### src/rtl/ncsp_pkg.sv
// ncsp_pkg: shared types and widths for the NCSP MASH configuration sequencer.
//   seq_state_e : sequencer states
//   cfg_t       : one complete operating point (words, MASH config, reseed flag, phase step)
package ncsp_pkg;

   localparam int unsigned INT_W   = 8;
   localparam int unsigned FRAC_W  = 8;
   localparam int unsigned SEED_W  = 12;
   localparam int unsigned PHASE_W = 12;
   localparam int unsigned ORDER_W = 2;
   localparam int unsigned MBIT_W  = 4;

   typedef enum logic [2:0] {
      ST_IDLE   = 3'd0,
      ST_RESET  = 3'd1,
      ST_APPLY  = 3'd2,
      ST_SETTLE = 3'd3,
      ST_PHASE  = 3'd4,
      ST_DONE   = 3'd5
   } seq_state_e;

   typedef struct packed {
      logic [INT_W-1:0]   int_word;
      logic [FRAC_W-1:0]  msb;
      logic [FRAC_W-1:0]  isb;
      logic [FRAC_W-1:0]  lsb;
      logic [SEED_W-1:0]  seed;
      logic [ORDER_W-1:0] sel_order;
      logic [MBIT_W-1:0]  mash_bit;
      logic               sel_frac;
      logic               reseed;
      logic [PHASE_W-1:0] phaseadd;
   } cfg_t;

endpackage

### src/rtl/ncsp_seq_cfg_reg.sv
// ncsp_seq_cfg_reg: load-enabled register for one cfg_t operating point, async clear.
//   i_clk, i_rst_n : clock, async active-low clear
//   i_load         : capture i_d on the rising edge
//   i_d / o_q      : operating point in / held operating point out
module ncsp_seq_cfg_reg
   import ncsp_pkg::*;
(
   input  logic i_clk,
   input  logic i_rst_n,
   input  logic i_load,
   input  cfg_t i_d,
   output cfg_t o_q
);

   always_ff @(posedge i_clk or negedge i_rst_n) begin
      if (!i_rst_n) begin
         o_q <= '0;
      end else if (i_load) begin
         o_q <= i_d;
      end
   end

endmodule

### src/rtl/ncsp_mash_seq.sv
// ncsp_mash_seq: configuration sequencer in front of the NCSP MASH top.
// Takes a full operating point over valid/ready and applies it in a fixed order:
// optional MASH reset/reseed, frequency-word update, pipeline settle, optional
// phase-adjust pulse, done pulse. Every output is registered.
//   i_valid/o_ready     : request handshake
//   i_int..i_phaseadd   : requested operating point
//   o_int..o_sel_frac   : applied operating point
//   o_mashreseten       : MASH reset enable, RST_CYCLES long on reseed requests
//   o_phaseadjusten/o_phaseadd : one-cycle phase step
//   o_busy, o_done      : sequence in progress / one-cycle completion
// Build option: define NCSP_SEQ_QUEUE_EN for a one-entry pending request buffer.
module ncsp_mash_seq
   import ncsp_pkg::*;
#(
   parameter int unsigned RST_CYCLES    = 4,
   parameter int unsigned SETTLE_CYCLES = 8,
   parameter int unsigned CNT_W         = 8
) (
   input  logic               i_clk,
   input  logic               i_rst_n,
   input  logic               i_valid,
   output logic               o_ready,
   input  logic [INT_W-1:0]   i_int,
   input  logic [FRAC_W-1:0]  i_msb,
   input  logic [FRAC_W-1:0]  i_isb,
   input  logic [FRAC_W-1:0]  i_lsb,
   input  logic [SEED_W-1:0]  i_seed,
   input  logic [ORDER_W-1:0] i_sel_order,
   input  logic [MBIT_W-1:0]  i_mash_bit,
   input  logic               i_sel_frac,
   input  logic               i_reseed,
   input  logic [PHASE_W-1:0] i_phaseadd,
   output logic [INT_W-1:0]   o_int,
   output logic [FRAC_W-1:0]  o_msb,
   output logic [FRAC_W-1:0]  o_isb,
   output logic [FRAC_W-1:0]  o_lsb,
   output logic [SEED_W-1:0]  o_seed,
   output logic [ORDER_W-1:0] o_sel_order,
   output logic [MBIT_W-1:0]  o_mash_bit,
   output logic               o_sel_frac,
   output logic               o_mashreseten,
   output logic               o_phaseadjusten,
   output logic [PHASE_W-1:0] o_phaseadd,
   output logic               o_busy,
   output logic               o_done
);

   localparam logic [CNT_W-1:0] RST_LAST    = CNT_W'(RST_CYCLES - 1);
   localparam logic [CNT_W-1:0] SETTLE_LAST = CNT_W'(SETTLE_CYCLES - 1);

   seq_state_e       state;
   seq_state_e       state_n;
   seq_state_e       after_settle;
   logic [CNT_W-1:0] cnt;
   cfg_t             req;
   cfg_t             shadow;
   cfg_t             start_cfg;
   logic             accept;
   logic             start;
   logic             ready_n;

   assign req = '{int_word:  i_int,
                  msb:       i_msb,
                  isb:       i_isb,
                  lsb:       i_lsb,
                  seed:      i_seed,
                  sel_order: i_sel_order,
                  mash_bit:  i_mash_bit,
                  sel_frac:  i_sel_frac,
                  reseed:    i_reseed,
                  phaseadd:  i_phaseadd};

`ifdef NCSP_SEQ_QUEUE_EN
   cfg_t pend;
   logic pend_full;
   logic pend_full_n;
   logic pend_load;
`endif

   // Next state, launch of a new operating point, and next ready
   always_comb begin
      accept       = i_valid & o_ready;
      start        = 1'b0;
      start_cfg    = req;
      state_n      = state;
      after_settle = (shadow.phaseadd != '0) ? ST_PHASE : ST_DONE;
`ifdef NCSP_SEQ_QUEUE_EN
      pend_load    = 1'b0;
      pend_full_n  = pend_full;
`endif
      case (state)
         ST_IDLE:   start = accept;
         ST_RESET:  if (cnt == RST_LAST) state_n = ST_APPLY;
         ST_APPLY:  state_n = (SETTLE_CYCLES == 0) ? after_settle : ST_SETTLE;
         ST_SETTLE: if (cnt == SETTLE_LAST) state_n = after_settle;
         ST_PHASE:  state_n = ST_DONE;
         ST_DONE: begin
            state_n = ST_IDLE;
`ifdef NCSP_SEQ_QUEUE_EN
            // A waiting entry wins; a request arriving now refills the freed slot
            if (pend_full) begin
               start     = 1'b1;
               start_cfg = pend;
               pend_load = accept;
            end else begin
               start     = accept;
            end
`endif
         end
         default:   state_n = ST_IDLE;
      endcase

      if (start) state_n = start_cfg.reseed ? ST_RESET : ST_APPLY;

`ifdef NCSP_SEQ_QUEUE_EN
      if (accept && (state != ST_IDLE) && (state != ST_DONE)) pend_load = 1'b1;
      pend_full_n = pend_load | (pend_full & (state != ST_DONE));
      // The DONE cycle may accept even with a full slot, since that slot drains on exit
      ready_n     = ~pend_full_n | (state_n == ST_DONE);
`else
      ready_n     = (state_n == ST_IDLE);
`endif
   end

   // State register and per-state cycle counter (cleared on every state entry)
   always_ff @(posedge i_clk or negedge i_rst_n) begin
      if (!i_rst_n) begin
         state <= ST_IDLE;
         cnt   <= '0;
      end else begin
         state <= state_n;
         cnt   <= ((state_n != state) || (state_n == ST_IDLE)) ? '0 : cnt + CNT_W'(1);
      end
   end

   // Registered outputs; strobes decode the registered state so they never glitch
   always_ff @(posedge i_clk or negedge i_rst_n) begin
      if (!i_rst_n) begin
         o_ready         <= 1'b1;
         o_busy          <= 1'b0;
         o_done          <= 1'b0;
         o_mashreseten   <= 1'b0;
         o_phaseadjusten <= 1'b0;
         o_phaseadd      <= '0;
         o_int           <= '0;
         o_msb           <= '0;
         o_isb           <= '0;
         o_lsb           <= '0;
         o_seed          <= '0;
         o_sel_order     <= '0;
         o_mash_bit      <= '0;
         o_sel_frac      <= 1'b0;
      end else begin
         o_ready         <= ready_n;
         o_busy          <= (state_n != ST_IDLE);
         o_done          <= (state == ST_DONE);
         o_mashreseten   <= (state == ST_RESET);
         o_phaseadjusten <= (state == ST_PHASE);
         o_phaseadd      <= (state == ST_PHASE) ? shadow.phaseadd : '0;
         // MASH config changes only on reseed requests, as RESET is entered
         if (start && start_cfg.reseed) begin
            o_seed      <= start_cfg.seed;
            o_sel_order <= start_cfg.sel_order;
            o_mash_bit  <= start_cfg.mash_bit;
            o_sel_frac  <= start_cfg.sel_frac;
         end
         // All four frequency words move together on APPLY exit
         if (state == ST_APPLY) begin
            o_int <= shadow.int_word;
            o_msb <= shadow.msb;
            o_isb <= shadow.isb;
            o_lsb <= shadow.lsb;
         end
      end
   end

   // MASH config fields are taken from start_cfg at launch, so the shadow copies are not read
   logic unused_shadow_c;
   assign unused_shadow_c = ^{shadow.seed, shadow.sel_order, shadow.mash_bit,
                              shadow.sel_frac, shadow.reseed};

   ncsp_seq_cfg_reg u_shadow (
      .i_clk   (i_clk),
      .i_rst_n (i_rst_n),
      .i_load  (start),
      .i_d     (start_cfg),
      .o_q     (shadow)
   );

`ifdef NCSP_SEQ_QUEUE_EN
   ncsp_seq_cfg_reg u_pend (
      .i_clk   (i_clk),
      .i_rst_n (i_rst_n),
      .i_load  (pend_load),
      .i_d     (req),
      .o_q     (pend)
   );

   always_ff @(posedge i_clk or negedge i_rst_n) begin
      if (!i_rst_n) pend_full <= 1'b0;
      else          pend_full <= pend_full_n;
   end
`endif

endmodule
### config.mk
export PLATFORM = sky130hd
export DESIGN_NAME = ncsp_mash_seq
export DESIGN_NICKNAME = d
export VERILOG_FILES = /design/src/rtl/ncsp_pkg.sv /design/src/rtl/ncsp_seq_cfg_reg.sv /design/src/rtl/ncsp_mash_seq.sv
export SDC_FILE = /design/constraint.sdc
export NUM_CORES = 1
export LEC_CHECK = 0
export ABC_CLOCK_PERIOD_IN_PS = 2000
export BUFFER_PORTS_ARGS = -buffer_cell sky130_fd_sc_hd__buf_4
export CORE_UTILIZATION = 30
export DETAILED_ROUTE_END_ITERATION = 10
export GPL_TIMING_DRIVEN = 0
export MAX_ROUTING_LAYER = met4
export SLEW_MARGIN = 25
export SYNTH_ARGS = -nofsm -noshare
export SYNTH_HDL_FRONTEND = slang
export SYNTH_SLANG_ARGS = --single-unit
### constraint.sdc
create_clock -name i_clk -period 2 [get_ports i_clk]
set_input_delay 0.2 -clock i_clk [delete_from_list [all_inputs] [get_ports i_clk]]
set_output_delay 0.2 -clock i_clk [all_outputs]
set_load 0.005 [all_outputs]
Word-level counts from Yosys, hierarchy flattened
Index checks and enable logic that the tools add are counted.

RAM bits: 0. Word-level logic and storage cells: 46. Output and inout bits: 68. ROM bits: 0. Register bits: 123. Memories: 0. Bits in latches: 0. Input bits: 67.

Multiply operators: 0. Reduce and logical (&&, ||, !) cells: 6. Equality and inequality tests: 8. Bitwise operators: 1. Shift operators: 0. Add/subtract/negate cells: 1. Muxes and demuxes: 9. Divide/modulo/power cells: 0. Order comparisons: 0.

Operator list (number): $pmux 3 s5 (1); $mux 12 (1); $reduce_bool 12->1 (1); $mux 3 (3); $add 8x1->8 const B (1); $eq 8x2->1 const B (1); $eq 8x3->1 const B (1); $mux 8 (1); $eq 3x2->1 const B (2); $eq 3x3->1 const B (2); $logic_not 3->1 (2); $eq 3x1->1 const B (1); $ne 3x3->1 (1); $reduce_bool 3->1 (1); $mux 1 (2); $mux 2 (1); $and 1x1->1 (1); $logic_and 1x1->1 (1); $logic_or 1x1->1 (1).

Depth between registers and ports, before layout
Depth after elaboration: 8. Mapped depth: 7. Gate-level depth less buffers: 4.

Cells and area by module
From an unflattened synthesis, not the netlist that was laid out.

Cell total of the unflattened synthesis: 342. Area, all modules: 5741.8 µm².

Modules (own cells, without submodules): ncsp_mash_seq (area an instance 3062.9 µm², times used 1, seq. area each 1978.1 µm², cells each 207); ncsp_seq_cfg_reg (area an instance 2678.8 µm², times used 1, seq. area each 1601.5 µm², cells each 135).

Worst setup path after synthesis
Ideal clock, no wire load.

Kind: flip-flop to flip-flop. Start: register state[1]. End: register o_seed[10]. Period minus slack after synthesis: 1.587 ns. Arrival: 1.462 ns. Path slack: 0.413 ns. Required time: 1.875 ns. Library setup time: 0.125 ns. Path buffers: 3. Cell stages (with the launch flop): 8. Cell sequence: dfrtp_1 buf_6 nor3_2 and3_1 buf_6 nand2_8 buf_6 mux2_4.

Word-level cells in the longest chain between the ends: 3.

RTL lines: start, declared (RTL line ncsp_mash_seq.sv:51) `seq_state_e state;`; start signal, assigned (RTL line ncsp_mash_seq.sv:131) `state <= state_n;`; $logic_not 3->1 (RTL line ncsp_mash_seq.sv:91) `case (state)`; $mux 1 (RTL line ncsp_mash_seq.sv:91); $logic_and 1x1->1 (RTL line ncsp_mash_seq.sv:161) `if (start && start_cfg.reseed) begin`; end signal, assigned (RTL line ncsp_mash_seq.sv:162) `o_seed <= start_cfg.seed;`; end, declared (RTL line ncsp_mash_seq.sv:37) `output logic [SEED_W-1:0] o_seed,`.

No other way between the ends. A chain may end at the register's enable or synchronous reset.

Worst setup path in the final report
Start: register state[2]. End: register o_isb[3].

Word-level cells in the longest chain between the ends: 1.

RTL lines: $eq 3x2->1 (RTL line ncsp_mash_seq.sv:168) `if (state == ST_APPLY) begin`; end signal, assigned (RTL line ncsp_mash_seq.sv:171) `o_isb <= shadow.isb;`; end, declared (RTL line ncsp_mash_seq.sv:35) `output logic [FRAC_W-1:0] o_isb,`.

No other way between the ends.

==> impl_metrics.py <==
metrics = {
    "outcome": {
        "status": "completed",
    },
    "power_and_ir_drop": {
        "p_leak_nw": 3.27,
        "power.switching_mw": 2.27,
        "p_total_mw": 9.05,
        "p_int_mw": 6.78,
        "ir_drop_v": 0.000580,
        "p_per_area_mw_per_mm2": 1360,
        "switching_share_pct": 25.1,
        "seq_power_share_pct": 42.3,
        "power_frac_clock_pct": 33.7,
        "combPwrFrac_pct": 24.0,
    },
    "sta": {
        "finalMaxSlewViolations": 0,
        "rsz0062_at_grt": "true",
        "worstMarginPinSlew_ns": 0.480,
        "worst_slack_ns": 0.161,
        "fmax_ghz": 0.544,
        "hold_violations": 0,
        "fin_crit_sh_pct": 91.9,
        "finalSetupViolCount": 0,
        "min_period_ns": 1.84,
        "hold_slack_ns": 0.0237,
        "fin_skew_ns": 0.00904,
        "slew_headroom_pct": 68.0,
    },
    "worst_setup_path": {
        "crit_fanout": 10,
        "worstSetupPathType": "flop to flop",
        "start_kind": "flop",
        "arrival_ns": 2.12,
        "end_kind": "flop",
        "crit_required_ns": 2.29,
    },
    "synthesis": {
        "syn_inst": 303,
        "yosysSeqAreaShare_pct": 65.2,
        "synth_flop_cell": "dfrtp_1",
        "synth_warnings": 0,
        "synth.distinct_cells": 32,
        "syn-num-nets": 371,
        "synth_edf_count": 0,
        "syn_area_sq_mm": 0.00472,
        "avgSynthCellArea_sq_um": 15.6,
        "async_reset_ff_share_pct": 100,
        "ys_ff_latch": 123,
    },
    "grt": {
        "grt_usage_pct": 13.7,
        "antenna_found_initial": 0,
        "grt_pass1_vias": 3145,
        "overflow": 0,
        "grt_max_degree": 92,
        "grt_pass1_wl_mm": 16.2,
    },
    "route": {
        "via_per_inst": 4.34,
        "drt_iter0_drc": 80,
        "wl_mm": 9.97,
        "drc": 0,
        "dr.pass1.iters": 4,
        "wl_per_cell_um": 14.6,
        "vias": 2971,
        "antenna_left": 0,
    },
    "clocking": {
        "cts.sinks": 123,
        "clkSlewWorstSetupHoldPaths_ns": 0.05,
        "clk-insertion-delay-late_ns": 0.41,
        "cts_buffer_depth": 2,
        "cts_tree": "built",
        "htree_levels": 4,
        "cts_root_buffer": "clkbuf_16",
        "cts_setup_buffers": 0,
        "cts_buffers": 17,
    },
    "finish": {
        "post_layout_nonfiller_instances": 684,
        "fill_cells": 1428,
        "antennaDiodeCount": 0,
        "regArea_sq_mm": 0.00308,
        "layout-drive-gt1-share_pct": 57.7,
        "multi_input_area_sq_mm": 0.00155,
        "fin_area_sq_mm": 0.00666,
        "nets": 528,
        "syn_to_final_growth_pct": 41.0,
    },
    "placement": {
        "hpwlAfterDp_mm": 6.98,
        "dp_slack_ns": -0.0488,
        "portBuffers": 134,
        "dp.cells": 649,
        "place_congestion": 0.775,
        "place_area_sq_mm": 0.00603,
    },
    "floorplanning": {
        "rows": 45,
        "fp.dieH_um": 127,
        "die_area_sq_mm": 0.0163,
        "ios": 135,
        "coreArea_sq_mm": 0.0153,
        "initial_core_util_pct": 31.0,
        "die_x_um": 127,
    },
    "hold_path": {
        "hp-class": "primary input to flop",
    },
    "job": {
        "cap_violations": 0,
    },
}
==> through the flow <==
| stage | util, % | TNS, ns |
|---|---|---|
| 4_1_cts | 43.7 | 0 |
| 2_1_floorplan | - | 0 |
| 3_5_place_dp | 39.5 | -1.13 |
| 3_3_place_gp | 39.3 | -0.106 |
| 5_1_grt | 43.7 | -0.0106 |
| 6_report | 43.7 | 0 |
==> synthesized netlist by cell type, types with 4 or more instances <==
cell,n,area (sq um)
nand2_1,4,15.0
and2_1,13,81.3
xnor2_1,4,35.0
clkbuf_1,4,15.0
buf_4,4,30.0
and3_1,4,25.0
mux2_2,85,957
nand3_1,6,30.0
nor3_1,4,20.0
nor2_1,14,52.6
mux2_4,10,150
dfrtp_1,122,3050
==> cells in the final DEF, fill, tap and decap left out, drive strengths merged, types with 2 or more instances in the layout <==
| master | instances |
|---|---|
| dfrtp | 122 |
| and3 | 4 |
| dlygate4sd3 | 3 |
| clkbuf | 30 |
| clkinv | 3 |
| xor2 | 3 |
| and2 | 13 |
| nor2 | 14 |
| bufinv | 2 |
| buf | 145 |
| mux2 | 95 |
| nand4 | 2 |
| nand2 | 5 |
| nand3 | 6 |
| nand2b | 3 |
| nor3 | 5 |
| xnor2 | 4 |
==> what timing repair did <==
action | in CTS | in global routing
hold buffers | 3 | 0
endpoints found under the hold margin | 34 | 0
cloned | 0 | 0
gates resized for setup | 1 | 0
setup endpoints to repair | 30 | 3
==> path summary, 6_finish.rpt <==
check | start | to | slack (ns) | depth (start not counted)
setup / recovery | state[2] | o_isb[3] | 0.16 | 4
hold / removal | i_lsb[2] | u_shadow.o_q[34] | 0.02 | 2
setup reg to reg | state[2] | o_isb[3] | 0.16 | 4
hold reg to reg | cnt[0] | cnt[0] | 0.47 | 1
max in group asynchronous | i_rst_n | u_shadow.o_q[9] | 1.02 | 3
min in group asynchronous | i_rst_n | state[1] | 0.26 | 2
==> cell type report <==
type	count	share of cell area, %
Buffer	14	1.41
Clock buffer	26	7.79
Clock inverter	6	1.24
Inverter	1	0.0563
Multi-Input combinational cell	165	23.3
Sequential cell	123	46.2
Tap cell	211	3.96
Timing Repair Buffer	138	16.1
==> metal layers <==
metal / share of wire [%] / global-route usage [%]
met1: 45 / 16.3
met2: 48 / 20.8
met3: 5.9 / 4.44
met4: 1.8 / 6.72
met5: 0 / -
==> critical path: stages (launching register included) <==
cell      delay (ns)
dfrtp_1         0.43
nand2b_1        0.27
nor2_2          0.29
buf_2           0.35
mux2_2          0.37
==> sequential cells by signal, indices dropped and copies added, names as in the netlist <==
register,count
u_shadow.o_q,44
o_phaseadd,12
o_seed,12
cnt,8
o_int,8
o_isb,8
o_lsb,8
o_msb,8
o_mash_bit,4
state,3
o_sel_order,2
o_busy,1
o_done,1
o_mashreseten,1
o_phaseadjusten,1
o_ready,1
o_sel_frac,1
==> power by group through the flow <==
stage	Combinational, mW	Sequential [mW]	Clock, mW
after floorplan	1.17	3.78	0
after global placement	2.14	3.82	0
after detailed placement	2.20	3.88	0
after CTS	2.22	3.84	3.15
after global routing	2.39	3.95	3.27
final	2.17	3.83	3.05
==> kinds of logic (layout without fill, tap and decap cells) <==
logic type | after synthesis | count (layout) | synth area share (%)
AOI/OAI and AO/OA | 5 | 5 | 0.874
xor gates and xnor gates | 7 | 7 | 1.30
adders and majority gates | 1 | 1 | 0.265
buffers and inverters | 15 | 185 | 2.07
DFF | 123 | 123 | 65.2
muxes | 95 | 95 | 23.4
and+or+nand+nor | 57 | 57 | 6.89
Power figures use the tool's default switching activity.
